**src/rtl/vga_timing_gen.sv**
```systemverilog
// Parameterised VGA raster timing generator: pixel/line counters, registered syncs, visible-area flag and strobes.
// Optional frame counter enabled by defining VGA_TIMING_FRAME_CNT_EN; otherwise frame_cnt is tied to zero.
module vga_timing_gen #(
    parameter int H_DISPLAY = 640,
    parameter int H_FRONT   = 16,
    parameter int H_SYNC    = 96,
    parameter int H_BACK    = 48,
    parameter int V_DISPLAY = 480,
    parameter int V_BOTTOM  = 10,
    parameter int V_SYNC    = 2,
    parameter int V_TOP     = 33,
    parameter bit HSYNC_POL = 1'b0,
    parameter bit VSYNC_POL = 1'b0,
    parameter int CW        = 10,
    parameter int FW        = 8
) (
    input  logic          clk,
    input  logic          rst_n,
    input  logic          ce,
    output logic [CW-1:0] hpos,
    output logic [CW-1:0] vpos,
    output logic          hsync,
    output logic          vsync,
    output logic          display_on,
    output logic          line_start,
    output logic          frame_start,
    output logic [FW-1:0] frame_cnt
);

    localparam int H_TOTAL = H_DISPLAY + H_FRONT + H_SYNC + H_BACK;
    localparam int V_TOTAL = V_DISPLAY + V_BOTTOM + V_SYNC + V_TOP;

    localparam logic [CW-1:0] H_LAST   = CW'(H_TOTAL - 1);
    localparam logic [CW-1:0] V_LAST   = CW'(V_TOTAL - 1);
    localparam logic [CW-1:0] H_VIS    = CW'(H_DISPLAY);
    localparam logic [CW-1:0] V_VIS    = CW'(V_DISPLAY);
    localparam logic [CW-1:0] HS_FIRST = CW'(H_DISPLAY + H_FRONT);
    localparam logic [CW-1:0] HS_LAST  = CW'(H_DISPLAY + H_FRONT + H_SYNC - 1);
    localparam logic [CW-1:0] VS_FIRST = CW'(V_DISPLAY + V_BOTTOM);
    localparam logic [CW-1:0] VS_LAST  = CW'(V_DISPLAY + V_BOTTOM + V_SYNC - 1);

    logic [CW-1:0] hpos_q, hpos_d;
    logic [CW-1:0] vpos_q, vpos_d;
    logic          hsync_q, hsync_d;
    logic          vsync_q, vsync_d;
    logic          h_wrap;
    logic          v_wrap;

    always_comb begin
        hpos_d = hpos_q;
        vpos_d = vpos_q;
        h_wrap = (hpos_q == H_LAST);
        v_wrap = h_wrap && (vpos_q == V_LAST);
        if (ce) begin
            hpos_d = h_wrap ? '0 : hpos_q + 1'b1;
            if (h_wrap) begin
                vpos_d = v_wrap ? '0 : vpos_q + 1'b1;
            end
        end
        // Syncs decode the next position so they register alongside it with no lag.
        hsync_d = ((hpos_d >= HS_FIRST) && (hpos_d <= HS_LAST)) ? HSYNC_POL : ~HSYNC_POL;
        vsync_d = ((vpos_d >= VS_FIRST) && (vpos_d <= VS_LAST)) ? VSYNC_POL : ~VSYNC_POL;
    end

    always_ff @(posedge clk) begin
        if (!rst_n) begin
            hpos_q  <= '0;
            vpos_q  <= '0;
            hsync_q <= ~HSYNC_POL;
            vsync_q <= ~VSYNC_POL;
        end else begin
            hpos_q  <= hpos_d;
            vpos_q  <= vpos_d;
            hsync_q <= hsync_d;
            vsync_q <= vsync_d;
        end
    end

`ifdef VGA_TIMING_FRAME_CNT_EN
    logic [FW-1:0] frame_cnt_q;

    always_ff @(posedge clk) begin
        if (!rst_n) begin
            frame_cnt_q <= '0;
        end else if (ce && v_wrap) begin
            frame_cnt_q <= frame_cnt_q + 1'b1;
        end
    end

    assign frame_cnt = frame_cnt_q;
`else
    assign frame_cnt = '0;
`endif

    assign hpos        = hpos_q;
    assign vpos        = vpos_q;
    assign hsync       = hsync_q;
    assign vsync       = vsync_q;
    assign display_on  = (hpos_q < H_VIS) && (vpos_q < V_VIS);
    assign line_start  = rst_n && ce && (hpos_q == '0);
    assign frame_start = line_start && (vpos_q == '0);

endmodule
```
**config.mk**
```make
export PLATFORM = sky130hd
export DESIGN_NAME = vga_timing_gen
export DESIGN_NICKNAME = d
export VERILOG_FILES = /design/src/rtl/vga_timing_gen.sv
export SDC_FILE = /design/constraint.sdc
export NUM_CORES = 1
export LEC_CHECK = 0
export ABC_AREA = 1
export BUFFER_PORTS_ARGS = -buffer_cell sky130_fd_sc_hd__clkbuf_2
export CORE_MARGIN = 10
export CORE_UTILIZATION = 40
export DETAILED_ROUTE_END_ITERATION = 8
export PLACE_DENSITY_LB_ADDON = 0.15
export SKIP_LAST_GASP = 1
export SLEW_MARGIN = 10
export SYNTH_ARGS = -nofsm -noshare
export SYNTH_HDL_FRONTEND = slang
export SYNTH_SLANG_ARGS = --single-unit
```
**constraint.sdc**
```tcl
create_clock -name clk -period 4.1 [get_ports clk]
set_input_delay 0.615 -clock clk [delete_from_list [all_inputs] [get_ports clk]]
set_output_delay 0.615 -clock clk [all_outputs]
set_load 0.02 [all_outputs]
```
* Yosys cells after proc, flatten, opt, wreduce, memory -nomap -nowiden
Cells that the tools add are included.
** Word-level totals
- Latch bits :: 0
- Bits of input ports :: 3
- Flip-flop bits (word level) :: 22
- Word-level logic and storage cells :: 30
- Memories :: 0
- ROM bits :: 0
- Memory bits (writable) :: 0
** Operators by class
- Eq/ne operators :: 2
- Reduce and logical (&&, ||, !) cells :: 9
- Shifts and indexed selects :: 0
- Mux-type cells :: 7
- Add/subtract/negate cells :: 2
- Divide/modulo/power cells :: 0
- $lt $le $gt $ge :: 6
- Multiply operators :: 0
- Bitwise gates (word level) :: 0
** Operators by type and width (count)
- $mux W10 :: 5
- $add A10 B1 Y10 const B :: 2
- $eq A10 B10 Y1 const B :: 2
- $logic_not A10 Y1 :: 2
- $ge A10 B10 Y1 const B :: 1
- $ge A10 B9 Y1 const B :: 1
- $le A10 B10 Y1 const B :: 1
- $le A10 B9 Y1 const B :: 1
- $lt A10 B10 Y1 const B :: 1
- $lt A10 B9 Y1 const B :: 1
- $logic_and A1 B1 Y1 :: 7
- $mux W1 :: 2

* Logic depth before layout (Yosys ltp)
Gate-level depths: netlist of run 1.
- Depth after elaboration :: 8
- Depth in mapped cells :: 13
- Mapped depth without buffers :: 13

* Worst setup path before layout of run 1
Ideal clock, no wire load.
- Path kind :: reg-to-output
- Start :: register hpos_q[9], in the netlist hpos[9]
- End :: output port display_on
- Slack :: 1815 ps
- Arrival time :: 1670 ps
- Stages on the path, launching flop included :: 4
- Buffers on the path :: 0
- Required time :: 3485 ps
- Cell sequence :: dfxtp_1 nand2_1 inv_2 a2111oi_0
** On the way
- Cells in the longest elaborated chain, start to end :: 2
** RTL lines
- start: declaration :: line 42 : logic [CW-1:0] hpos_q, hpos_d;
- start signal: assignment :: line 72 : hpos_q <= hpos_d;
- $lt A10 B10 Y1 :: line 99 : assign display_on = (hpos_q < H_VIS) && (vpos_q < V_VIS);
- $logic_and A1 B1 Y1 :: line 99
- end: declaration :: line 24 : output logic display_on,
No other way between the ends.

* Worst setup path in the final report of run 1
- Start :: register vpos_q[0], in the netlist vpos[0]
- End :: output port frame_start
** On the way
- Cells in the longest elaborated chain, start to end :: 2
** RTL lines
- start: declaration :: line 43 : logic [CW-1:0] vpos_q, vpos_d;
- start signal: assignment :: line 73 : vpos_q <= vpos_d;
- $logic_not A10 Y1 :: line 101 : assign frame_start = line_start && (vpos_q == '0);
- $logic_and A1 B1 Y1 :: line 101
- end: declaration :: line 26 : output logic frame_start,
No other way between the ends.

==> results of run 1 <==
==> worst max-delay path by stage <==
stage	cells past startpoint	to
after floorplan	3	display_on
after global placement	6	frame_start
after detailed placement	6	frame_start
after CTS	7	frame_start
after global routing	7	frame_start
final	7	frame_start
==> registers in the layout, summed over array words and instances (netlist names) <==
signal	count
vpos	10
vsync	1
hsync	1
hpos	10
==> where the power goes <==
| part | leakage (nW) | internal (mW) | total, mW | switching (mW) |
|---|---|---|---|---|
| clock | 0.0279 | 0.0989 | 0.172 | 0.0733 |
| sequential | 0.178 | 0.216 | 0.218 | 0.00199 |
| combinational | 0.555 | 0.00701 | 0.0296 | 0.0226 |
| total | 0.761 | 0.322 | 0.420 | 0.0979 |
==> synthesized netlist by cell type <==
cell type,n,area (um^2)
o21ai_0,3,15.0
nand3_2,1,10.0
conb_1,1,3.75
nor2_2,4,25.0
nand2_2,2,12.5
xor2_1,2,17.5
buf_6,1,11.3
xnor2_1,1,8.76
a21oi_1,4,20.0
nand3b_4,1,20.0
dfxtp_1,22,440
buf_4,8,60.1
a2111oi_0,1,8.76
nor4_1,2,12.5
nor3_1,6,30.0
o21bai_2,1,11.3
o21bai_1,1,7.51
nand3_1,16,80.1
nand4_1,4,25.0
inv_1,28,105
nand2_1,54,203
nor2_1,34,128
clkbuf_1,1,3.75
clkinv_2,1,5.00
nor3_2,1,10.0
inv_2,2,7.51
nor2_4,2,22.5
ha_1,4,50.1
o21ai_1,2,10.0
==> kinds of logic after synthesis <==
family                     share of synthesized area (%)
DFF                                                 32.3
and+or+nand+nor                                     42.4
AOI/OAI and AO/OA                                   5.32
other                                              0.275
buffers and inverters                               14.1
xor gates and xnor gates                            1.93
adders and majority gates                           3.67
==> per-stage QoR <==
step / hold WS (ns) / setup WS (ns) / instance area (um^2)
6_report: 0.526 / 1.77 / 1560
5_1_grt: 0.548 / 1.57 / 1560
4_1_cts: 0.533 / 1.77 / 1560
3_5_place_dp: 0.513 / 1.87 / 1510
3_3_place_gp: 0.514 / 1.92 / 1510
2_1_floorplan: 0.572 / 1.82 / 1390
==> routing by layer <==
layer  global-route usage (%)  vias up
met5                        0        -
met4                     3.58        0
met3                     3.19        5
met2                     17.1       40
met1                     14.6      574
li1                         -      696
==> worst max-delay path, delay by kind of cell, from the launching register on <==
kind | cells | cell delay (ns)
fa+ha+maj | 1 | 0.15
buf+inv | 3 | 0.35
flops | 1 | 0.37
simple gates | 3 | 0.53
==> cell type report <==
cell class                      instances  area, um^2  share of cell area (%)
Sequential cell                        22         440                    28.2
Inverter                               31         118                    7.54
Timing Repair Buffer                   27         135                    8.66
Clock inverter                          1        30.0                    1.92
Clock buffer                            3        22.5                    1.44
Tap cell                               46        57.6                    3.69
Multi-Input combinational cell        154         757                    48.5
==> flow_metrics.py, run 1 <==
metrics = {
    "synthesis": {
        "ys_types": 29,
        "ys_warn_count": 0,
        "seq_area_frac_synth_pct": 32.3,
        "syn_area_per_cell_um2": 6.49,
        "synth_area_mm2": 0.00136,
        "synthCells": 210,
        "synth-seq-cells": 22,
    },
    "clock_tree": {
        "cts_buffers": 3,
        "cts_root_buffer": "clkbuf_4",
        "holdBufCountCts": 0,
        "htreeDepth": 1,
        "cts_tree": "done",
        "ctsResizeCount": 0,
        "cts.sinks": 22,
        "clkTransAtPathRegs_ns": 0.14,
        "post_cts_buffers": 0,
        "cts_buffer_depth": 2,
        "insertion_delay_ns": 0.33,
    },
    "global_routing": {
        "grt_pass1_vias": 1297,
        "antenna_found_initial": 0,
        "grt_max_degree": 14,
        "grt_use_total_pct": 11.1,
        "grt_pass1_wl_um": 5800,
        "grt-ovfl-total": 0,
    },
    "sta": {
        "slew_viol_final": 0,
        "finalCriticalPeriod_ns": 2.33,
        "rsz0062_at_grt": "false",
        "hold_viol": 0,
        "setup_viol_count_final": 0,
        "fin_crit_sh_pct": 56.8,
        "fmax_mhz": 429,
        "fin_skew_ns": 0.0187,
        "fin_tns_setup_ns": 0,
    },
    "worst_setup_path": {
        "rr_endpoint": "vsync$_SDFF_PN1_",
        "critPathKind": "flip-flop to primary output",
        "cpPeakStageDelay_ns": 0.37,
        "worstRegToRegCells": 11,
        "crit_fanout": 6,
        "worstSetupStartpointType": "flip-flop",
        "cp_common_cell": "inv_1",
        "cp_cell_sequence": "inv_1 > ha_1 > inv_1 > nor2_1 > nand3_1 > nor4_1 > clkbuf_2",
        "required_ns": 3.48,
        "crit_arrival_ns": 1.72,
        "crit_start": "vpos[0]$_SDFF_PN0_",
        "timing.rr.start": "hpos[1]$_SDFF_PN0_",
        "worst_setup_path_end_kind": "primary output",
        "slowest_stage": "dfxtp_1",
        "timing.reg2reg.setup_slack_ns": 2.32,
    },
    "route": {
        "met3WireLength_um": 267,
        "ant_nets": 0,
        "wl_met2_um": 1380,
        "drt-pass1-iter-count": 4,
        "totalWireLength_um": 3380,
        "m1WireLength_um": 1680,
        "via_count": 1315,
        "viasPerCell": 4.63,
        "drtIter0Drc": 113,
        "drc": 0,
        "highest_layer": "met4",
        "drt-wirelength-per-cell_um": 11.9,
    },
    "run_status": {
        "status": "complete, no violations",
    },
    "floorplan": {
        "start_util_pct": 41.2,
        "rows": 21,
        "core_mm2": 0.00331,
        "die_h_um": 78.4,
        "dieArea_mm2": 0.00614,
        "fp.dieW_um": 78.4,
        "pin_count": 36,
    },
    "min_path": {
        "min_from": "hpos[1]$_SDFF_PN0_",
        "min_to": "hpos[1]$_SDFF_PN0_",
        "min_delay_path_depth": 2,
        "hp-class": "flip-flop to flip-flop",
    },
    "final_layout": {
        "drive_gt1_share_pct": 19.3,
        "syn2layout_area_growth_pct": 14.4,
        "final_util_pct": 47.1,
        "final_common_cell": "nand2_1",
        "nFillCells": 371,
        "nNetsFinal": 246,
        "fin_cells": 284,
        "layout_common_cells": "54 x nand2_1, 34 x nor2_1, 28 x inv_1",
        "n_antenna_cell": 0,
    },
    "power": {
        "ir_drop_mv": 0.111,
        "p_leak_nw": 0.761,
        "p_per_area_mw_per_mm2": 269,
        "p_total_mw": 0.420,
    },
    "flow_run": {
        "maxCapViolCount": 0,
    },
    "placed_design": {
        "place_inst": 280,
        "place_congestion": 0.832,
        "io_buffers": 27,
        "hpwl_um": 2690,
    },
}
Power figures use the tool's default switching activity.
==> run 2, diff against run 1 <==
clock period = 2.2 ns   (was 4.1 ns; I/O delays follow)
==> run 2 against run 1 <==
Critical path depth unchanged. Hold slack got worse by 0.19 ns. Largest cell class unchanged. Wire length fell by 0.65%. Clock power rose by 6%. Design area fell by 1.4%.
==> flow_metrics.py, run 2 (synthesis results as in run 1) <==
metrics = {
    "global_routing": {
        "grt-ovfl-total": 0,
        "antenna_found_initial": 0,
        "grt_use_total_pct": 11.3,
        "grt_pass1_wl_um": 5810,
        "grt_max_degree": 13,
        "grt_pass1_vias": 1265,
    },
    "final_layout": {
        "final_common_cell": "nand2_1",
        "syn2layout_area_growth_pct": 12.8,
        "drive_gt1_share_pct": 19.4,
        "layout_common_cells": "54 x nand2_1, 34 x nor2_1, 28 x inv_1",
        "register_area_um2": 440,
        "nFillCells": 374,
        "n_antenna_cell": 0,
        "nNetsFinal": 246,
        "multiInputGateArea_um2": 763,
    },
    "placed_design": {
        "io_buffers": 27,
        "place_congestion": 0.803,
        "hpwl_um": 2710,
        "dp_slack_ns": 0.486,
    },
    "power": {
        "p_leak_nw": 0.748,
        "p_total_mw": 0.646,
        "ir_drop_mv": 0.151,
        "p_per_area_mw_per_mm2": 420,
    },
    "clock_tree": {
        "post_cts_buffers": 0,
        "cts_root_buffer": "clkbuf_4",
        "holdBufCountCts": 0,
        "ctsResizeCount": 0,
        "cts_tree": "done",
        "cts_buffer_depth": 2,
        "clkTransAtPathRegs_ns": 0.12,
        "cts.sinks": 22,
        "htreeDepth": 1,
        "cts_buffers": 3,
        "insertion_delay_ns": 0.31,
    },
    "sta": {
        "fin_crit_sh_pct": 91.6,
        "finalCriticalPeriod_ns": 2.02,
        "slew_viol_final": 0,
        "fin_skew_ns": 0.00600,
        "worst_slack_ns": 0.185,
        "fmax_mhz": 496,
        "hold_viol": 0,
        "setup_viol_count_final": 0,
    },
    "flow_run": {
        "maxCapViolCount": 0,
    },
    "worst_setup_path": {
        "timing.rr.start": "hpos[0]$_SDFF_PN0_",
        "critPathKind": "flip-flop to primary output",
        "worstRegToRegCells": 9,
        "crit_arrival_ns": 1.69,
        "worst_setup_path_end_kind": "primary output",
        "crit_fanout": 6,
        "crit_start": "vpos[0]$_SDFF_PN0_",
        "rr_endpoint": "vsync$_SDFF_PN1_",
        "timing.reg2reg.setup_slack_ns": 0.48,
        "required_ns": 1.87,
        "worstSetupStartpointType": "flip-flop",
    },
    "route": {
        "via_count": 1323,
        "drt-pass1-iter-count": 4,
        "drt-wirelength-per-cell_um": 11.9,
        "drc": 0,
        "ant_nets": 0,
        "viasPerCell": 4.67,
        "drtIter0Drc": 90,
        "totalWireLength_um": 3360,
    },
    "floorplan": {
        "core_mm2": 0.00331,
        "pin_count": 36,
        "dieArea_mm2": 0.00614,
        "start_util_pct": 41.2,
        "die_h_um": 78.4,
        "rows": 21,
        "fp.dieW_um": 78.4,
    },
    "run_status": {
        "status": "complete, no violations",
    },
    "min_path": {
        "hp-class": "primary input to flip-flop",
        "min_to": "hpos[1]$_SDFF_PN0_",
        "min_from": "rst_n",
        "min_delay_path_depth": 3,
    },
}
run 2: cell types whose count changed in the layout (fill, tap and decap cells not counted), sizes merged:
cell    change
bufinv      -1
buf         +1
clkbuf      -1
run 2: layer usage:
layer | part of all wire, % | GRT usage, % | vias up
met3 | 7.7 | 3.30 | 5
met1 | 49 | 15.0 | 582
met2 | 41 | 16.6 | 38
li1 | - | - | 698
met5 | 0 | 0 | -
met4 | 1.6 | 4.84 | 0
run 2: stage by stage:
stage | std cells | hold slack [ns] | util, % | TNS, ns | instance area [um^2]
final | 283 | 0.339 | 46.5 | 0 | 1540
after global placement | 280 | 0.500 | 45.5 | 0 | 1510
after global routing | 283 | 0.360 | 46.5 | -0.0260 | 1540
after detailed placement | 280 | 0.496 | 45.5 | 0 | 1510
after CTS | 283 | 0.323 | 46.2 | 0 | 1530
after floorplan | 217 | 0.468 | - | 0 | 1390
run 2: final cells by class:
class | instances | share of cell area, %
multi-input cells | 154 | 49.6
repair buffers | 27 | 8.94
inverters | 31 | 7.64
flip-flops and latches | 22 | 28.6
well taps | 46 | 3.74
clock buffers | 3 | 1.46
run 2: worst max path at each step:
stage	end	cells after the start
3_3_place_gp	vsync$_SDFF_PN1_	10
2_1_floorplan	display_on	3
4_1_cts	frame_start	7
5_1_grt	frame_start	7
3_5_place_dp	vsync$_SDFF_PN1_	9
6_report	frame_start	7
run 2: critical path: stages, from the launching register on:
cell and delay (ns):
dfxtp_1 0.38, inv_1 0.09, ha_1 0.14, inv_1 0.04, nor2_1 0.13, nand3_1 0.14, nor4_2 0.27, buf_4 0.18
run 2: power breakdown:
group	leakage [nW]	total, mW	switching, mW	internal [mW]
Sequential	0.178	0.405	0.00358	0.402
Combinational	0.557	0.0569	0.0425	0.0143
Clock	0.0138	0.183	0.119	0.0641
Total	0.748	0.646	0.166	0.480
